### src/rtl/read_clear_event_bank.sv
// Sticky event/status register bank with clear-on-read, per-channel interrupt
// enables, saturating per-channel event counters and one registered level interrupt.
// Optional feature macro: OVERFLOW_DETECT_EN adds a sticky per-bit overflow
// register (reg 3) that also feeds the interrupt. When the macro is not
// defined, reg 3 reads as zero.
module read_clear_event_bank #(
    parameter int                    DATA_WIDTH  = 32,
    parameter int                    NUM_CH      = 4,
    parameter logic [DATA_WIDTH-1:0] CLEAR_MASK  = '1,
    parameter logic [DATA_WIDTH-1:0] RESET_VALUE = '0,
    parameter int                    CNT_WIDTH   = 8
) (
    input  logic                         Clock,
    input  logic                         Reset,
    input  logic                         Sys_RdEn,
    input  logic                         Sys_WrEn,
    input  logic [$clog2(NUM_CH)+2-1:0]  Sys_Addr,
    input  logic [DATA_WIDTH-1:0]        Sys_WrData,
    output logic [DATA_WIDTH-1:0]        Sys_RdData,
    output logic                         Sys_RdValid,
    input  logic [NUM_CH*DATA_WIDTH-1:0] IO_Set,
    output logic                         Irq
);

    localparam int ADDR_W = $clog2(NUM_CH) + 2;
    localparam int CH_W   = (ADDR_W > 2) ? ADDR_W - 2 : 1;
    localparam logic [CH_W:0]          NUM_CH_L = NUM_CH[CH_W:0];
    localparam logic [CNT_WIDTH-1:0]   CNT_MAX  = '1;

    logic [1:0]            reg_sel;
    logic [CH_W-1:0]       ch_idx;
    logic                  ch_valid;
    logic [NUM_CH-1:0]     hit;

    logic [DATA_WIDTH-1:0] status      [NUM_CH];
    logic [DATA_WIDTH-1:0] status_next [NUM_CH];
    logic [DATA_WIDTH-1:0] irq_en      [NUM_CH];
    logic [DATA_WIDTH-1:0] irq_en_next [NUM_CH];
    logic [CNT_WIDTH-1:0]  count       [NUM_CH];
    logic [CNT_WIDTH-1:0]  count_next  [NUM_CH];
`ifdef OVERFLOW_DETECT_EN
    logic [DATA_WIDTH-1:0] ovf         [NUM_CH];
    logic [DATA_WIDTH-1:0] ovf_next    [NUM_CH];
    logic [DATA_WIDTH-1:0] ovf_set;
`endif

    logic [DATA_WIDTH-1:0] set_c;
    logic [DATA_WIDTH-1:0] clr_vec;
    logic [DATA_WIDTH-1:0] rd_mux;
    logic                  irq_next;

    // With a single channel there is no channel field; the index is fixed at zero.
    if (ADDR_W > 2) begin : g_ch_field
        assign ch_idx = Sys_Addr[ADDR_W-1:2];
    end else begin : g_no_ch_field
        assign ch_idx = '0;
    end

    // Decode the register selector and which (existing) channel is addressed.
    always_comb begin
        reg_sel  = Sys_Addr[1:0];
        ch_valid = ({1'b0, ch_idx} < NUM_CH_L);
        hit      = '0;
        for (int c = 0; c < NUM_CH; c++) begin
            hit[c] = ch_valid && (ch_idx == CH_W'(c));
        end
    end

    // Next-state for every channel's status, enable, counter and overflow, plus the interrupt level.
    always_comb begin
        set_c    = '0;
        clr_vec  = '0;
        irq_next = 1'b0;
`ifdef OVERFLOW_DETECT_EN
        ovf_set  = '0;
`endif
        for (int c = 0; c < NUM_CH; c++) begin
            set_c   = IO_Set[c*DATA_WIDTH +: DATA_WIDTH];
            clr_vec = (hit[c] && Sys_RdEn && reg_sel == 2'd0) ? CLEAR_MASK : '0;

            status_next[c] = (status[c] & ~clr_vec) | set_c;
            irq_en_next[c] = (hit[c] && Sys_WrEn && reg_sel == 2'd1) ? Sys_WrData : irq_en[c];

            if (hit[c] && Sys_RdEn && reg_sel == 2'd2) begin
                count_next[c] = (|set_c) ? CNT_WIDTH'(1) : '0;
            end else if ((|set_c) && (count[c] != CNT_MAX)) begin
                count_next[c] = count[c] + 1'b1;
            end else begin
                count_next[c] = count[c];
            end

            irq_next = irq_next | (|(status[c] & irq_en[c]));
`ifdef OVERFLOW_DETECT_EN
            ovf_set = set_c & status[c] & ~clr_vec;
            if (hit[c] && Sys_RdEn && reg_sel == 2'd3) begin
                ovf_next[c] = ovf_set;
            end else begin
                ovf_next[c] = ovf[c] | ovf_set;
            end
            irq_next = irq_next | ((|irq_en[c]) && (|ovf[c]));
`endif
        end
    end

    // Read mux returns pre-update register contents; unknown channels read as zero.
    always_comb begin
        rd_mux = '0;
        for (int c = 0; c < NUM_CH; c++) begin
            if (hit[c]) begin
                case (reg_sel)
                    2'd0:    rd_mux = status[c];
                    2'd1:    rd_mux = irq_en[c];
                    2'd2:    rd_mux = DATA_WIDTH'(count[c]);
`ifdef OVERFLOW_DETECT_EN
                    default: rd_mux = ovf[c];
`else
                    default: rd_mux = '0;
`endif
                endcase
            end
        end
    end

    // Per-channel register storage.
    always_ff @(posedge Clock or posedge Reset) begin
        if (Reset) begin
            for (int c = 0; c < NUM_CH; c++) begin
                status[c] <= RESET_VALUE;
                irq_en[c] <= '0;
                count[c]  <= '0;
`ifdef OVERFLOW_DETECT_EN
                ovf[c]    <= '0;
`endif
            end
        end else begin
            for (int c = 0; c < NUM_CH; c++) begin
                status[c] <= status_next[c];
                irq_en[c] <= irq_en_next[c];
                count[c]  <= count_next[c];
`ifdef OVERFLOW_DETECT_EN
                ovf[c]    <= ovf_next[c];
`endif
            end
        end
    end

    // One-stage read pipeline and registered interrupt output.
    always_ff @(posedge Clock or posedge Reset) begin
        if (Reset) begin
            Sys_RdData  <= '0;
            Sys_RdValid <= 1'b0;
            Irq         <= 1'b0;
        end else begin
            Sys_RdValid <= Sys_RdEn;
            if (Sys_RdEn) begin
                Sys_RdData <= rd_mux;
            end
            Irq <= irq_next;
        end
    end

endmodule
### config.mk
export PLATFORM = sky130hd
export DESIGN_NAME = read_clear_event_bank
export DESIGN_NICKNAME = d
export VERILOG_FILES = /design/src/rtl/read_clear_event_bank.sv
export SDC_FILE = /design/constraint.sdc
export NUM_CORES = 1
export LEC_CHECK = 0
export CAP_MARGIN = 40
export CORE_UTILIZATION = 40
export CTS_CLUSTER_SIZE = 12
export DETAILED_ROUTE_END_ITERATION = 12
export PLACE_DENSITY = 0.62
export SYNTH_ARGS = -nofsm -noshare
export SYNTH_HDL_FRONTEND = slang
export SYNTH_SLANG_ARGS = --single-unit
### constraint.sdc
create_clock -name Clock -period 14.52 [get_ports Clock]
set_input_delay 4.356 -clock Clock [delete_from_list [all_inputs] [get_ports Clock]]
set_output_delay 4.356 -clock Clock [all_outputs]
set_load 0.02 [all_outputs]
==> metrics.txt, run 1 <==
status finished, final reports clean; IO Pins slightly above 200; Req. time, crit path between 10000 and 15000 ps; clock skew roughly 16 ps; H-tree depth 2; hold path depth 1; clock-pin slew on the worst setup and hold paths roughly 60 ps; Post-CTS Setup Inserts 0; most frequent cells in the layout dfrtp_1, clkdlybuf4s50_1, a21o_1; Post-DP HPWL 44.0 mm; CTS hold repair buffers 0; fmax 154 MHz; RR Startpoint status[67]; register-to-register setup slack around 12000 ps; Hold Slack ~500 ps; global-route wire length before repair around 86 mm; Area Overhead vs Synth 23.5%; die area approximately 0.040 mm²; Slew Limit Headroom approximately two fifths; vias after detailed routing 13000; Mapped Area around 0.016 mm²; Power Dens Cells between 100 and 150 mW/mm²; final critical-path share of the clock period 44.8%; Clock Latency Late Sink 540 ps; worst slew pin tran 909 ps; kind of start point of the critical path input port; Core Rows just over 70; setup tns final 0 ps; Max Fanout on Critical Path 48; P_leak between 7 and 8 nW; Post-synth ARST share 100%; core area ~0.038 mm²; DR pass1 iterations 8; reg2reg end Irq; fill count ~3500; TritonCTS Sinks 322; PortBufs roughly 200; grt ovf 0; GR Util All Layers roughly 30%; Synthesis Warnings 0; Starting Density between 40% and 50%; number of synthesized flops with an enable pin 0; distinct cell type count of the synthesized netlist 57; Avg Inst Size Synth ~11 µm²; final setup margin approximately 8000 ps; nets about 1700; CTS Buf Count 37; largest net degree at the start of global routing 121; total routed wirelength roughly 60 mm; dpl ws between 7000 and 8000 ps; vias in the first global route around 13000; share of cells above drive strength 1 slightly above 8%; most common cell after layout, fill and taps aside dfrtp_1; Hold Crit Class reg2reg; chip height between 150 and 200 µm; Final setup viols 0; initial drt markers approximately 1400; Post-Syn Nets roughly 1500; Arrival @ worst endpoint 6980 ps; vias per cell 6.21; initial antenna violation count 2; RSZ-0062 raised after global routing no; start point of the worst hold path count[23]; Clock Path Buffers 3; Die W between 150 and 200 µm; Final Hold Fails 0; most used flip-flop cell after synthesis dfrtp_1; Final GP Congestion roughly 0.97; worst reg2reg path depth 5; post-cts repair resize count 0; peak supply drop roughly 0.068 mV; WS Path Type in2reg; Crit. End Element flop; DRC Markers 0; max-cap viol count 0; Wirelength per Cell roughly 28 µm; post-route ant nets 0; post-synthesis sequential area ratio about half; FF+latch count, synth around 320; Hold Path End count[23]; Post-Syn Instances approximately 1400; Slew Viols, Final 0; CTS tree yes; crit path time final roughly 6500 ps; CTS root buf clkbuf_16
## power breakdown
group | switching, mW | leakage [nW] | total [mW] | internal [mW]
Combinational | 0.241 | 3.39 | 0.475 | 0.235
Clock | 0.383 | 0.606 | 0.951 | 0.568
Sequential | 0.169 | 3.53 | 1.21 | 1.04
Total | 0.793 | 7.53 | 2.63 | 1.84
## sequential cells by signal (all words and copies together) (netlist names)
register	cells
irq_en	128
status	128
Sys_RdData	32
count	32
Irq	1
Sys_RdValid	1
## cell families (layout without fill, tap and decap cells)
group / Yosys count / after routing / synth area share, %
buffers and inverters: 111 / 320 / 3.55
AND/OR/NAND/NOR: 269 / 269 / 9.02
flip-flops: 322 / 322 / 51.9
AO/OA/AOI/OAI: 452 / 452 / 20.3
multiplexers: 211 / 211 / 14.8
adder cells (fa/ha/maj): 4 / 4 / 0.322
other: 0 / 1 / 0
XOR/XNOR: 1 / 1 / 0.0564
## worst max-delay path: stages
cell and delay (ps):
buf_2 560, buf_4 650, nor2_2 40, buf_4 240, nand3_1 490, buf_4 400, a21o_1 170
## Yosys cell counts, types with 5 or more instances
cell type | number | share of area (%)
and3_1 | 5 | 0.20
dfrtp_1 | 322 | 52
a31o_1 | 10 | 0.56
mux2_2 | 19 | 1.4
nor2_1 | 40 | 0.97
a211oi_1 | 9 | 0.44
o22ai_1 | 27 | 1.1
a21oi_1 | 59 | 1.9
buf_4 | 20 | 0.97
mux2_1 | 133 | 9.6
nor3_1 | 9 | 0.29
a222oi_1 | 14 | 0.90
buf_2 | 36 | 1.2
a311oi_1 | 8 | 0.45
clkbuf_1 | 24 | 0.58
nand3_1 | 23 | 0.74
a22o_1 | 24 | 1.4
a21o_1 | 138 | 6.7
or3_1 | 14 | 0.56
nor4_1 | 34 | 1.4
nor3b_1 | 5 | 0.24
nand2_1 | 77 | 1.9
mux2i_1 | 59 | 3.8
o21ai_0 | 72 | 2.3
a22oi_1 | 29 | 1.4
nand4_1 | 24 | 0.97
inv_1 | 25 | 0.60
a221oi_1 | 30 | 1.7
o211ai_1 | 7 | 0.34
nor2b_1 | 12 | 0.48
nor2_4 | 6 | 0.44
o21ai_1 | 12 | 0.39
## per-stage QoR
| stage | cell area [µm²] | cells | utilization (%) | total power [mW] |
|---|---|---|---|---|
| floorplan | 15500 | 1370 | - | 1.44 |
| global placement | 17900 | 2018 | 47.1 | 1.67 |
| detailed placement | 17900 | 2025 | 47.3 | 1.68 |
| CTS | 19200 | 2090 | 50.5 | 2.63 |
| global route | 19200 | 2090 | 50.5 | 2.73 |
| finish | 19200 | 2091 | 50.5 | 2.63 |
## per-layer routing
layer	part of all wire, %	track usage [%]
met5	0.022	0
met4	5.2	14.4
met3	8.5	5.66
met2	45	46.8
met1	41	41.2
## worst max path at each step
stage / depth (start not counted) / endpoint / start
floorplan: 1 / Irq / Reset
global placement: 4 / status[123] / Reset
detailed placement: 5 / status[30] / Reset
CTS: 5 / irq_en[40] / Reset
global route: 5 / status[118] / Reset
finish: 7 / status[72] / Sys_Addr[1]
## final cells by class
type | instances | area, µm² | area share [%]
diodes | 1 | 2.50 | 0.0131
clock inverters | 9 | 103 | 0.535
clock buffers | 56 | 1120 | 5.84
inverters | 28 | 113 | 0.587
flip-flops and latches | 322 | 8060 | 42.0
repair buffers | 227 | 2220 | 11.6
well taps | 511 | 639 | 3.33
multi-input cells | 937 | 6920 | 36.1
Note: power is estimated with default switching activity, not from simulation.
==> run 2: changes to the inputs <==
==> constraint.sdc (replaced) <==
create_clock -name Clock -period 6.1 [get_ports Clock]
set_input_delay 1.83 -clock Clock [delete_from_list [all_inputs] [get_ports Clock]]
set_output_delay 1.83 -clock Clock [all_outputs]
set_load 0.02 [all_outputs]
==> run 2 against run 1 <==
  * Via count rose by 1.6%
  * Power increased by 140%
  * Hold slack lost 6.5 ps
  * Flip-flop and latch count stayed put
  * Worst setup slack lost 5800 ps
  * First-iteration DRC count is 8.6% higher
  * Highest routed layer unchanged
==> metrics.txt, run 2 (synthesis results as in run 1) <==
total routed wirelength 59.3 mm (+0.19%); setup tns final 0 ps (unchanged); vias after detailed routing 13200 (+1.6%); PortBufs 201 (unchanged); Clock Path Buffers 3 (unchanged); Multi-input gate area 0.00692 mm² (about the same); kind of start point of the critical path input port; Max Fanout on Critical Path 51 (+6.3%); Core Rows 71 (unchanged); Final Hold Fails 0 (unchanged); status finished, final reports clean; CTS root buf clkbuf_16; WS Path Type in2reg; slowest cell on the critical path nor2_4; post-route ant nets 0 (unchanged); grt ovf 0 (unchanged); fmax 257 MHz; crit-path cells buf_4, nor2b_2, nand2_2, nor2_4, buf_4, mux2_1; most used cell, CP buf_4; Crit. End Element flop; finished layout cell area 0.0193 mm² (+0.52%); Post-CTS Setup Inserts 0 (unchanged); most frequent cells in the layout dfrtp_1, clkdlybuf4s50_1, a21o_1; crit path time final 3900 ps; Area Overhead vs Synth 24.1%; GR Util All Layers 30.2% (-0.11 points); DRC Markers 0 (unchanged); peak supply drop 0.172 mV (+150%); Max stage delay on crit path 710 ps (+60 ps); nets 1725 (unchanged); clock skew 16.8 ps (+1.09 ps); FF/Latch Area 0.00806 mm² (unchanged); initial antenna violation count 2 (unchanged); Power Dens Cells 333 mW/mm² (+140%); max-cap viol count 0 (unchanged); global-route wire length before repair 85.9 mm (-0.48%); P_leak 7.56 nW (+0.44%); initial drt markers 1519 (+8.6%); DR pass1 iterations 7 (-1); Placement Cell Area 0.0179 mm² (about the same); Largest delay share family, worst path simple AND/OR/NAND/NOR gates; Post-DP HPWL 44.2 mm (+0.51%); vias in the first global route 12700 (+0.50%); Arrival @ worst endpoint 4320 ps (-2660 ps); dpl cells 2025 (unchanged); H-tree depth 2 (unchanged); largest net degree at the start of global routing 141 (+17%); most common cell after layout, fill and taps aside dfrtp_1; Hold Crit Class reg2reg; Final GP Congestion 1.01 (+4.5%); share of cells above drive strength 1 8.22% (+0.12 points); worst slew pin tran 871 ps (-37.5 ps); Slew Limit Headroom 41.8% (+2.4 points); clock-pin slew on the worst setup and hold paths 60 ps (about the same); Tot Pwr 6.41 mW (+140%); CTS Buf Count 37 (unchanged); Largest regs irq_en x128, status x128; fill count 3404 (-1.6%); Clock Latency Late Sink 540 ps (about the same); core area 0.0379 mm² (unchanged); WP buf/inv 2 (-2); IO Pins 202 (unchanged); TritonCTS Sinks 322 (unchanged); vias per cell 6.30 (+1.5%); die area 0.0396 mm² (unchanged); Wirelength per Cell 28.3 µm (about the same); Die W 199 µm (unchanged); chip height 199 µm (unchanged); Slew Viols, Final 0 (unchanged); Req. time, crit path 6520 ps (-8470 ps); final critical-path share of the clock period 63.9%; RSZ-0062 raised after global routing no; CTS hold repair buffers 0 (unchanged); Final setup viols 0 (unchanged); CTS tree yes; Final Non-Filler Cells 2093 (+0.096%); post-cts repair resize count 0 (unchanged); Starting Density 40.9% (unchanged); Hold Slack 486 ps (-6.55 ps)
==> run 2: cell types whose count changed in the layout (fill, tap and decap cells not counted), sizes merged <==
cell | before | now
clkbuf | 56 | 58
clkinvlp | 0 | 1
clkinv | 5 | 3
bufinv | 2 | 5
inv | 30 | 28
==> run 2: path summary, 6_finish.rpt <==
path	cells after the start	to	slack, ps	start
max reg2reg	5	Irq	3620	status[67]
min in group asynchronous	2	status[71]	1640	Reset
max in group asynchronous	3	status[67]	3380	Reset
min	1	count[23]	490	count[23]
min reg2reg	1	count[23]	490	count[23]
max	6	irq_en[50]	2200	Sys_Addr[0]
==> run 2: per-stage QoR <==
step | util, % | setup WS [ps]
global route | 50.8 | 2140
floorplan | - | -24.8
global placement | 47.2 | 1570
CTS | 50.8 | 2240
finish | 50.8 | 2200
detailed placement | 47.3 | 1670
==> run 2: where the power goes <==
| part | internal, mW | total (mW) | switching, mW |
|---|---|---|---|
| Combinational | 0.560 | 1.15 | 0.587 |
| Sequential | 2.47 | 2.85 | 0.385 |
| Clock | 1.49 | 2.41 | 0.924 |
| Total | 4.51 | 6.41 | 1.90 |
==> run 2: worst reg2reg max path: stages (launching register included) <==
cell and delay, ps:
dfrtp_1 500, a22o_1 280, a221oi_1 520, nand4_1 160
nor4_1 600, nand3_1 260
==> run 2: per-layer routing <==
| layer | GRT usage, % | routed length (µm) | vias to the layer above |
|---|---|---|---|
| met5 | 2.04 | 103 | - |
| met4 | 15.8 | 3590 | 2 |
| met3 | 6.21 | 6120 | 167 |
| met2 | 46.2 | 26400 | 813 |
| met1 | 40.3 | 23100 | 6625 |
| li1 | - | - | 5582 |
==> run 2: final cells by class <==
| cell class | instances | area share, % |
|---|---|---|
| diodes | 1 | 0.0130 |
| clock buffers | 58 | 5.84 |
| clock inverters | 9 | 1.02 |
| inverters | 28 | 0.565 |
| multi-input cells | 937 | 35.9 |
| flip-flops and latches | 322 | 41.8 |
| well taps | 511 | 3.32 |
| repair buffers | 227 | 11.5 |
